$ cat src/rtl/core_pkg.sv
// Shared definitions for the core sequencer: FSM states, the reset instruction word
// and the data-access width codes used by the decoder and memory interface.
package core_pkg;

  typedef enum logic [2:0] {
    StFetch,
    StExec,
    StMem,
    StWb,
    StHalt
  } state_e;

  localparam logic [31:0] Nop = 32'h0000_0013;

  localparam logic [1:0] WidthByte = 2'b00;
  localparam logic [1:0] WidthHalf = 2'b01;
  localparam logic [1:0] WidthWord = 2'b10;

  // Only half and word accesses carry an alignment constraint.
  function automatic logic misaligned(input logic [1:0] width, input logic [1:0] addr_lo);
    logic bad;
    bad = 1'b0;
    case (width)
      WidthWord: bad = (addr_lo != 2'b00);
      WidthHalf: bad = addr_lo[0];
      default:   bad = 1'b0;
    endcase
    return bad;
  endfunction

endpackage

$ cat src/rtl/core_sequencer.sv
// Multi-cycle instruction sequencer: fetch, execute, optional data access, write-back,
// sharing a single-port memory between instruction and data traffic.
module core_sequencer
  import core_pkg::*;
(
  input  logic        clock,
  input  logic        reset,
  input  logic [31:0] CurrentPC,
  input  logic        RdMem,
  input  logic        WrMem,
  input  logic        Illegal,
  input  logic [31:0] DAddr,
  input  logic [31:0] WData,
  input  logic [1:0]  DWidth,
  output logic [31:0] Instruction,
  output logic [31:0] RData,
  output logic        PCEn,
  output logic        RegWrEn,
  output logic        Halted,
  output logic        MemReq,
  output logic        MemWe,
  output logic [31:0] MemAddr,
  output logic [31:0] MemWData,
  output logic [1:0]  MemWidth,
  input  logic [31:0] MemRData,
  input  logic        MemAck,
  output logic [31:0] InstRet
);

  state_e      state_q;
  logic [31:0] instr_q;
  logic [31:0] rdata_q;
  logic [31:0] instret_q;

  logic mem_op;
  logic bad_access;
  logic retire;

  assign mem_op     = RdMem | WrMem;
  assign bad_access = Illegal | (mem_op & misaligned(DWidth, DAddr[1:0]));

  // A retire is the cycle the PC register loads; it must coincide with the state that
  // completes the instruction so the next fetch already sees the new PC.
  always_comb begin
    retire = 1'b0;
    if (!reset) begin
      retire = ((state_q == StExec) && !bad_access && !mem_op) || (state_q == StWb);
    end
  end

  always_ff @(posedge clock) begin
    if (reset) begin
      state_q   <= StFetch;
      instr_q   <= Nop;
      rdata_q   <= '0;
      instret_q <= '0;
    end else begin
      if (retire) begin
        instret_q <= instret_q + 32'd1;
      end
      unique case (state_q)
        StFetch: begin
          if (MemAck) begin
            instr_q <= MemRData;
            state_q <= StExec;
          end
        end
        StExec: begin
          if (bad_access) begin
            state_q <= StHalt;
          end else if (mem_op) begin
            state_q <= StMem;
          end else begin
            state_q <= StFetch;
          end
        end
        StMem: begin
          if (MemAck) begin
            if (RdMem) begin
              rdata_q <= MemRData;
            end
            state_q <= StWb;
          end
        end
        StWb:    state_q <= StFetch;
        StHalt:  state_q <= StHalt;
        default: state_q <= StHalt;
      endcase
    end
  end

  // Request fields depend only on state and the held decoder outputs, so they stay
  // stable for the whole wait period.
  always_comb begin
    MemReq   = 1'b0;
    MemWe    = 1'b0;
    MemAddr  = CurrentPC;
    MemWData = '0;
    MemWidth = WidthWord;
    Halted   = 1'b0;
    if (!reset) begin
      unique case (state_q)
        StFetch: MemReq = 1'b1;
        StMem: begin
          MemReq   = 1'b1;
          MemWe    = WrMem;
          MemAddr  = DAddr;
          MemWData = WData;
          MemWidth = DWidth;
        end
        StHalt:  Halted = 1'b1;
        default: ;
      endcase
    end
  end

  assign PCEn        = retire;
  assign RegWrEn     = retire;
  assign Instruction = instr_q;
  assign RData       = rdata_q;
  assign InstRet     = instret_q;

endmodule

$ cat config.mk
export PLATFORM = sky130hd
export DESIGN_NAME = core_sequencer
export DESIGN_NICKNAME = d
export VERILOG_FILES = /design/src/rtl/core_pkg.sv /design/src/rtl/core_sequencer.sv
export SDC_FILE = /design/constraint.sdc
export NUM_CORES = 1
export LEC_CHECK = 0
export ABC_AREA = 1
export CORE_MARGIN = 3
export CORE_UTILIZATION = 35
export CTS_CLUSTER_DIAMETER = 30
export DETAILED_ROUTE_END_ITERATION = 8
export GPL_TIMING_DRIVEN = 0
export PLACE_DENSITY = 0.79
export SYNTH_ARGS = -nofsm -noshare
export SYNTH_HDL_FRONTEND = slang
export SYNTH_SLANG_ARGS = --single-unit
$ cat constraint.sdc
create_clock -name clock -period 1.7 [get_ports clock]
set_input_delay 0.255 -clock clock [delete_from_list [all_inputs] [get_ports clock]]
set_output_delay 0.255 -clock clock [all_outputs]
set_load 0.02 [all_outputs]
# Word level (Yosys, flattened, before mapping)
# Cells that the tools add are included.
# totals
inputBits,136
mem_count,0
latchBits,0
word_cells,46
regBits,99
ram_bits,0
out_inout_bits,167
romBits,0
# classes
n_bitwise,3
n_eq_ne,8
magnitude_cmp,0
div_mod_pow,0
n_mul,0
reduce_logical,11
shifts,0
mux,19
n_addsub,1
# op_table
op,count
$mux 32,4
$add 32x1->32 const B,1
$pmux 3 s4,1
$mux 3,3
$mux 1,7
$eq 3x2->1 const B,2
$mux 2,3
$ne 2x2->1 const B,2
$reduce_and 2->1,2
$eq 3x1->1 const B,1
$eq 3x3->1 const B,1
$logic_not 3->1,1
$reduce_and 3->1,1
$eq 2x1->1 const B,1
$eq 2x2->1 const B,1
$logic_and 1x1->1,2
$logic_not 1->1,2
$or 1x1->1,2
$pmux 1 s2,1
$reduce_bool 2->1,1
$reduce_or 2->1,1
$and 1x1->1,1
$logic_or 1x1->1,1

# Logic depth before layout (Yosys ltp)
# Gate-level depths: netlist of run 1.
# depth
word_depth,9
ltp_mapped,11
mapped_depth_nobuf,11

# Worst setup path after synthesis of run 1
# OpenSTA, ideal clock, no wires.
# synth_path
path_type,reg-to-output
startpoint,reg state_q[2]
endpoint,out MemWidth[0]
path_stages_with_launch,9
arrival_ps,1508
slack_ps,-63
cell_sequence,dfxtp_1 > nor2_1 > inv_2 > nor2_2 > inv_2 > nor2_4 > inv_2 > buf_2 > nor2_1
# synth_between
elab_chain_cells,3
# synth_lines
item,line,rtl
start: declaration,core_sequencer.sv:30,state_e state_q;
start signal: assignment,core_sequencer.sv:53,state_q <= StFetch;
start signal: assignment,core_sequencer.sv:65,state_q <= StExec;
start signal: assignment,core_sequencer.sv:70,state_q <= StHalt;
$eq 3x2->1,core_sequencer.sv:102,unique case (state_q)
$mux 2,core_sequencer.sv:102,
$mux 2,core_sequencer.sv:101,if (!reset) begin
end: declaration,core_sequencer.sv:24,"output logic [1:0] MemWidth,"
# No other way between the ends.

# Worst setup path after layout of run 1
# layout_path
startpoint,reg state_q[2]
endpoint,out MemAddr[7]
# layout_between
elab_chain_cells,3
# layout_lines
item,line,rtl
$eq 3x2->1,core_sequencer.sv:102,
$mux 32,core_sequencer.sv:102,
$mux 32,core_sequencer.sv:101,
end: declaration,core_sequencer.sv:22,"output logic [31:0] MemAddr,"
# No other way between the ends.

==> impl_metrics.ini, run 1 <==
[routing]
routed_wl_mm = 21.7
drcViolationCount = 0
vias_per_cell = 4.78
maxUsedRoutingLayer = met5
dr_wl_met2_mm = 10.7
post_drt_wl_per_cell_um = 16.2
wl_met1_mm = 8.82
ant_nets = 0
firstDrtPassIters = 5
drtIter0Drc = 393
routed-via-count = 6391
wl_met3_mm = 1.66

[clock_tree]
worstSkewPairLatency_ns = 0.35
clock_path_buffers = 2
cts_sinks = 99
cts_tree = yes
cts_max_level = 3
clk_pin_slew_worst_paths_ns = 0.07
hold_buffers = 0
cts_made_buffers = 9
cts-root-buf = clkbuf_16

[final_layout]
multiInputGateArea_mm2 = 0.00276
nNetsFinal = 1289
layout.cells.non_filler = 1338
syn_to_final_growth_pct = 83.8
regArea_mm2 = 0.00199
final_area_mm2 = 0.00924
drive_gt1_share_pct = 20.3
n_fill_cell = 1192

[timing]
clock_skew_ns = 0.00833
hold_violations = 0
rsz0062_at_grt = yes
final_max_slew_viol_count = 0
period_share_pct = 122
setup_violations = 67
fin_crit_ns = 2.07
fin_ws_ns = -0.368
worstMarginPinSlew_ns = 0.468
clock.fmax_mhz = 484
whs_ns = 0.398
relSlewSlack_pct = 68.8

[worst_setup_path]
cp.arrival_ns = 1.81
end_kind = output port
required_ns = 1.44
worstSetupPathType = register to output port
cp-start-kind = register
crit_path_max_fanout = 5

[floorplanning]
die-area_mm2 = 0.0158
rows = 43
core_area_mm2 = 0.0140
start_util_pct = 35.9
die_x_um = 126
io_pins = 303
die_h_um = 126

[placement]
post-place-cells = 1284
place_area_mm2 = 0.00828
dp_hpwl_mm = 16.4
io_buffers = 302
gp_congestion = 0.956

[yosys]
synth_compound_area_share_pct = 12.7
ys_warn_count = 0
synth_xor_area_share_pct = 0
synth-simple-area-share_pct = 37.3
synth_fa_ha_area_share_pct = 0.747
netlist_instances = 802
ys_ff_latch = 99
synth.distinct_cells = 28
synth_fp_nets = 941
synth_top_family_by_area = simple AND/OR/NAND/NOR gates
syn_area_per_cell_um2 = 6.27
synthMuxAreaShare_pct = 0
yosysSeqAreaShare_pct = 39.4
syn-cell-area_mm2 = 0.00503

[power]
leakagePower_uw = 0.00407
powerDensity_mw_per_mm2 = 646
totalPowerFinal_uw = 5970
ir_drop_mv = 0.611

[global_routing]
grt_pass1_vias = 6016
grt_overflow = 0
antenna_found_initial = 3
grt_usage_pct = 25.8
grt_pass1_wl_mm = 32.9
grt_max_degree = 20

[run_status]
violations = negative setup slack
status = finished with violations

[hold_path]
hold_path.class = input pin to register

[run]
cap_violations = 0
final cells by class:
class / count / area share, %
repair buffers: 339 / 36.2
multi-input cells: 583 / 29.8
flip-flops and latches: 99 / 21.6
inverters: 82 / 3.36
plain buffers: 36 / 3.09
clock buffers: 9 / 2.44
well taps: 180 / 2.44
clock inverters: 7 / 1.00
diodes: 3 / 0.0813
cell usage in the layout (no fill, tap or decap), types with 3 or more instances in the layout:
| master | n |
|---|---|
| diode_2 | 3 |
| nor2_4 | 13 |
| nor2_2 | 9 |
| inv_6 | 3 |
| nand2_4 | 10 |
| inv_2 | 5 |
| dlygate4sd2_1 | 8 |
| clkbuf_1 | 6 |
| dlymetal6s2s_1 | 9 |
| a21oi_1 | 46 |
| buf_2 | 16 |
| buf_8 | 6 |
| nand3_1 | 14 |
| buf_6 | 45 |
| nor2_1 | 161 |
| nand4_1 | 6 |
| clkbuf_16 | 9 |
| o21ai_1 | 29 |
| inv_1 | 76 |
| o21ai_0 | 43 |
| nor3_1 | 11 |
| dfxtp_1 | 95 |
| buf_16 | 3 |
| buf_4 | 62 |
| nand2_1 | 196 |
| clkdlybuf4s50_1 | 214 |
| nand2_2 | 32 |
worst max-delay path: stages (launching register included):
cell and delay, ns:
dfxtp_4 0.35, nor2_4 0.11, inv_2 0.07, nor2_4 0.09, inv_2 0.05, nor2_4 0.19
buf_6 0.13, buf_6 0.10, buf_8 0.13, nand2_2 0.06, nand2_2 0.06, buf_6 0.11
path summary, 6_finish.rpt:
kind / from / to / slack, ns / cells past startpoint
min: reset / InstRet[15] / 0.40 / 3
max: state_q[2] / MemAddr[7] / -0.37 / 11
max reg2reg: state_q[2] / InstRet[23] / 0.06 / 9
min reg2reg: RData[6] / RData[6] / 0.44 / 2
repair_timing:
item | CTS | global route
setup endpoints to repair | 110 | 159
pin swaps | 23 | 13
setup buffers | 26 | 4
gates cloned | 7 | 0
resized for setup | 472 | 67
hold endpoints to repair | 0 | 0
cell families (layout without fill, tap and decap cells):
logic type | after synthesis | in the layout
compound gates | 123 | 123
fa+ha+maj | 3 | 3
buf+inv | 120 | 473
flops | 99 | 99
other cells | 0 | 3
simple gates | 457 | 457
registers in the layout (all words and copies together), names as in the netlist:
signal and cells:
InstRet 32, Instruction 32, RData 32, state_q 3
cell usage after synthesis:
| master | instances | area share [%] |
|---|---|---|
| nor2_4 | 8 | 1.8 |
| nand4_1 | 6 | 0.75 |
| clkbuf_1 | 14 | 1.0 |
| nor2_2 | 6 | 0.75 |
| ha_1 | 3 | 0.75 |
| buf_4 | 1 | 0.15 |
| nor2_1 | 169 | 13 |
| nor3_2 | 1 | 0.20 |
| o21ai_0 | 43 | 4.3 |
| inv_1 | 76 | 5.7 |
| o21ai_1 | 29 | 2.9 |
| buf_6 | 2 | 0.45 |
| a31oi_1 | 2 | 0.25 |
| a21oi_1 | 46 | 4.6 |
| inv_2 | 6 | 0.45 |
| buf_1 | 1 | 0.075 |
| nand3_2 | 1 | 0.20 |
| dfxtp_1 | 99 | 39 |
| nand2_4 | 2 | 0.45 |
| buf_2 | 20 | 2.0 |
| a21boi_4 | 1 | 0.37 |
| nand2_1 | 234 | 17 |
| a211oi_1 | 1 | 0.15 |
| nand3_1 | 16 | 1.6 |
| a31o_2 | 1 | 0.17 |
| and3_1 | 1 | 0.12 |
| nor3_1 | 11 | 1.1 |
| nand2_2 | 2 | 0.25 |
per-stage QoR:
step | TNS [ns] | utilization (%) | worst slack [ns]
floorplan | 0 | - | 0.0259
global placement | -68.23 | 59.2 | -0.948
detailed placement | -69.05 | 59.2 | -0.944
CTS | -14.43 | 64.7 | -0.354
global route | -21.49 | 66.0 | -0.458
finish | -14.90 | 66.0 | -0.368
metal layers:
metal  track usage (%)  vias up
li1                  -     3193
met2              43.5      238
met1              31.7     2915
met3              9.25       43
met4              6.06        2
met5                 0        -
power breakdown:
part           leakage (uW)  switching, uW  internal (uW)
logic               0.00311            635            694
registers          0.000808           48.6           2410
clock network      0.000156           1000           1180
total               0.00407           1690           4280
(Power assumes the default switching activity.)
==> run 2, diff against run 1 <==
--- a/config.mk
+++ b/config.mk
@@ -12,6 +12,7 @@
 export DETAILED_ROUTE_END_ITERATION = 8
 export GPL_TIMING_DRIVEN = 0
 export PLACE_DENSITY = 0.79
+export SKIP_LAST_GASP = 1
 export SYNTH_ARGS = -nofsm -noshare
 export SYNTH_HDL_FRONTEND = slang
 export SYNTH_SLANG_ARGS = --single-unit
==> run 2 against run 1 <==
  * The flow still finishes with violations (negative setup slack)
  * Register-to-register slack gained 0.02 ns
  * Sequential share of layout area grew 0.076 points
  * Hold slack lost 0.0035 ns
  * Die area is the same
  * Sequential power is essentially flat
  * Final area shrank 0.35%
  * First-iteration DRC count shrank 3.6%
  * Routed wire length shrank 0.28%
  * Global-route usage is essentially flat
  * Flip-flop and latch count is the same
  * Highest routed layer unchanged
==> impl_metrics.ini, run 2 (synthesized netlist as in run 1, its figures left out) <==
[final_layout]
multiInputGateArea_mm2 = 0.00274
regArea_mm2 = 0.00199
nNetsFinal = 1289
n_fill_cell = 1204
syn_to_final_growth_pct = 83.1
mostFrequentLayoutCells = clkdlybuf4s50_1, nand2_1, nor2_1
drive_gt1_share_pct = 20.0
final_area_mm2 = 0.00921
final_common_cell = clkdlybuf4s50_1

[global_routing]
grt_max_degree = 20
antenna_found_initial = 3
grt_pass1_vias = 6042
grt_overflow = 0
grt_usage_pct = 25.9
grt_pass1_wl_mm = 32.9

[routing]
vias_per_cell = 4.78
firstDrtPassIters = 5
drtIter0Drc = 379
routed-via-count = 6399
ant_nets = 0
routed_wl_mm = 21.6
post_drt_wl_per_cell_um = 16.2
drcViolationCount = 0

[clock_tree]
clock_path_buffers = 2
clk_pin_slew_worst_paths_ns = 0.07
cts_max_level = 3
worstSkewPairLatency_ns = 0.35
cts_made_buffers = 9
cts_sinks = 99
hold_buffers = 0
cts_tree = yes
cts-root-buf = clkbuf_16

[power]
ir_drop_mv = 0.606
p_sw_uw = 1680
leakagePower_uw = 0.00406
pwr-share-seq_pct = 41.2
comb_power_share_pct = 22.2
internal_power_uw = 4280
powerDensity_mw_per_mm2 = 648
totalPowerFinal_uw = 5960
sw_frac_of_total_pct = 28.2
clockPowerShare_pct = 36.6

[floorplanning]
die-area_mm2 = 0.0158
core_area_mm2 = 0.0140
io_pins = 303
die_h_um = 126
start_util_pct = 35.9
die_x_um = 126
rows = 43

[placement]
io_buffers = 302
gp_congestion = 0.956
dp_hpwl_mm = 16.4
place_ws_ns = -0.944
place_area_mm2 = 0.00828

[worst_setup_path]
worstSetupPathType = register to output port
required_ns = 1.44
ff2ff_path_depth = 9
crit_start = state_q[2]
r2r_start = state_q[2]
cp-start-kind = register
path_delay_family = buffers and inverters
crit_path_max_fanout = 5
slowest_stage = dfxtp_4
r2r_slack_ns = 0.08
crit_buf_inv = 6
cp.arrival_ns = 1.81
end_kind = output port
timing.rr.end = InstRet[23]
critPathMaxStageDelay_ns = 0.35
crit_chain = nor2_4 -> inv_2 -> nor2_4 -> inv_2 -> nor2_4 -> buf_6 -> buf_6 -> buf_8 -> nand2_2 -> nand2_2 -> buf_6

[hold_path]
hold_path.class = input pin to register
hold_path_end = InstRet[15]
worstHoldStart = reset
hold_path_depth = 3

[timing]
hold_violations = 0
fin_ws_ns = -0.366
clock.fmax_mhz = 484
period_share_pct = 122
whs_ns = 0.394
clock_skew_ns = 0.00946
worstMarginPinSlew_ns = 0.477
fin_crit_ns = 2.07
relSlewSlack_pct = 68.2
final_max_slew_viol_count = 0
setup_violations = 67
rsz0062_at_grt = yes
finalSetupTns_ns = -14.97

[run]
cap_violations = 0

[run_status]
violations = negative setup slack
status = finished with violations
==> run 2: worst min-delay path: stages <==
cell,delay (ns)
dlymetal6s2s_1,0.17
buf_6,0.20
nor3_1,0.07
==> run 2: power groups by stage <==
stage / clock [uW] / combinational (uW) / sequential, uW
after floorplan: 0 / 373 / 2610
after global placement: 0 / 1190 / 2510
after detailed placement: 0 / 1200 / 2500
after CTS: 2210 / 1300 / 2450
after global routing: 2330 / 1410 / 2460
final: 2190 / 1320 / 2460
==> run 2: per-stage QoR <==
stage	utilization, %	cells
6_report	65.8	1338
2_1_floorplan	-	802
3_5_place_dp	59.2	1284
4_1_cts	64.8	1333
3_3_place_gp	59.2	1284
5_1_grt	65.8	1337
==> run 2: how the worst max path moves through the flow <==
stage                              to  slack (ns)  depth (start not counted)
final                      MemAddr[6]       -0.37                         11
after detailed placement      RegWrEn       -0.94                          8
after CTS                  MemAddr[4]       -0.35                         11
after global placement        RegWrEn       -0.95                          8
after floorplan           MemWidth[0]        0.03                          8
after global routing       MemAddr[7]       -0.46                         11
==> run 2: repair_timing <==
item	in CTS	in global routing
setup buffers	26	4
gates resized for setup	450	80
hold endpoints to repair	0	0
pin swaps	23	13
endpoints found under the setup margin	110	159
cloned	7	0
==> run 2: layout make-up <==
type	count	share of cell area, %
Antenna cell	3	0.0816
Buffer	36	3.06
Clock buffer	9	2.45
Clock inverter	7	1.01
Inverter	82	3.37
Multi-Input combinational cell	583	29.8
Sequential cell	99	21.6
Tap cell	180	2.45
Timing Repair Buffer	339	36.2
==> run 2: per-layer routing <==
layer  global-route usage [%]  up-vias  wire length (um)
met4                     7.07        2               622
met1                     31.9     2915              8700
met3                     8.99       46              1740
li1                         -     3186                 -
met5                        0        -                13
met2                     43.2      250             10600
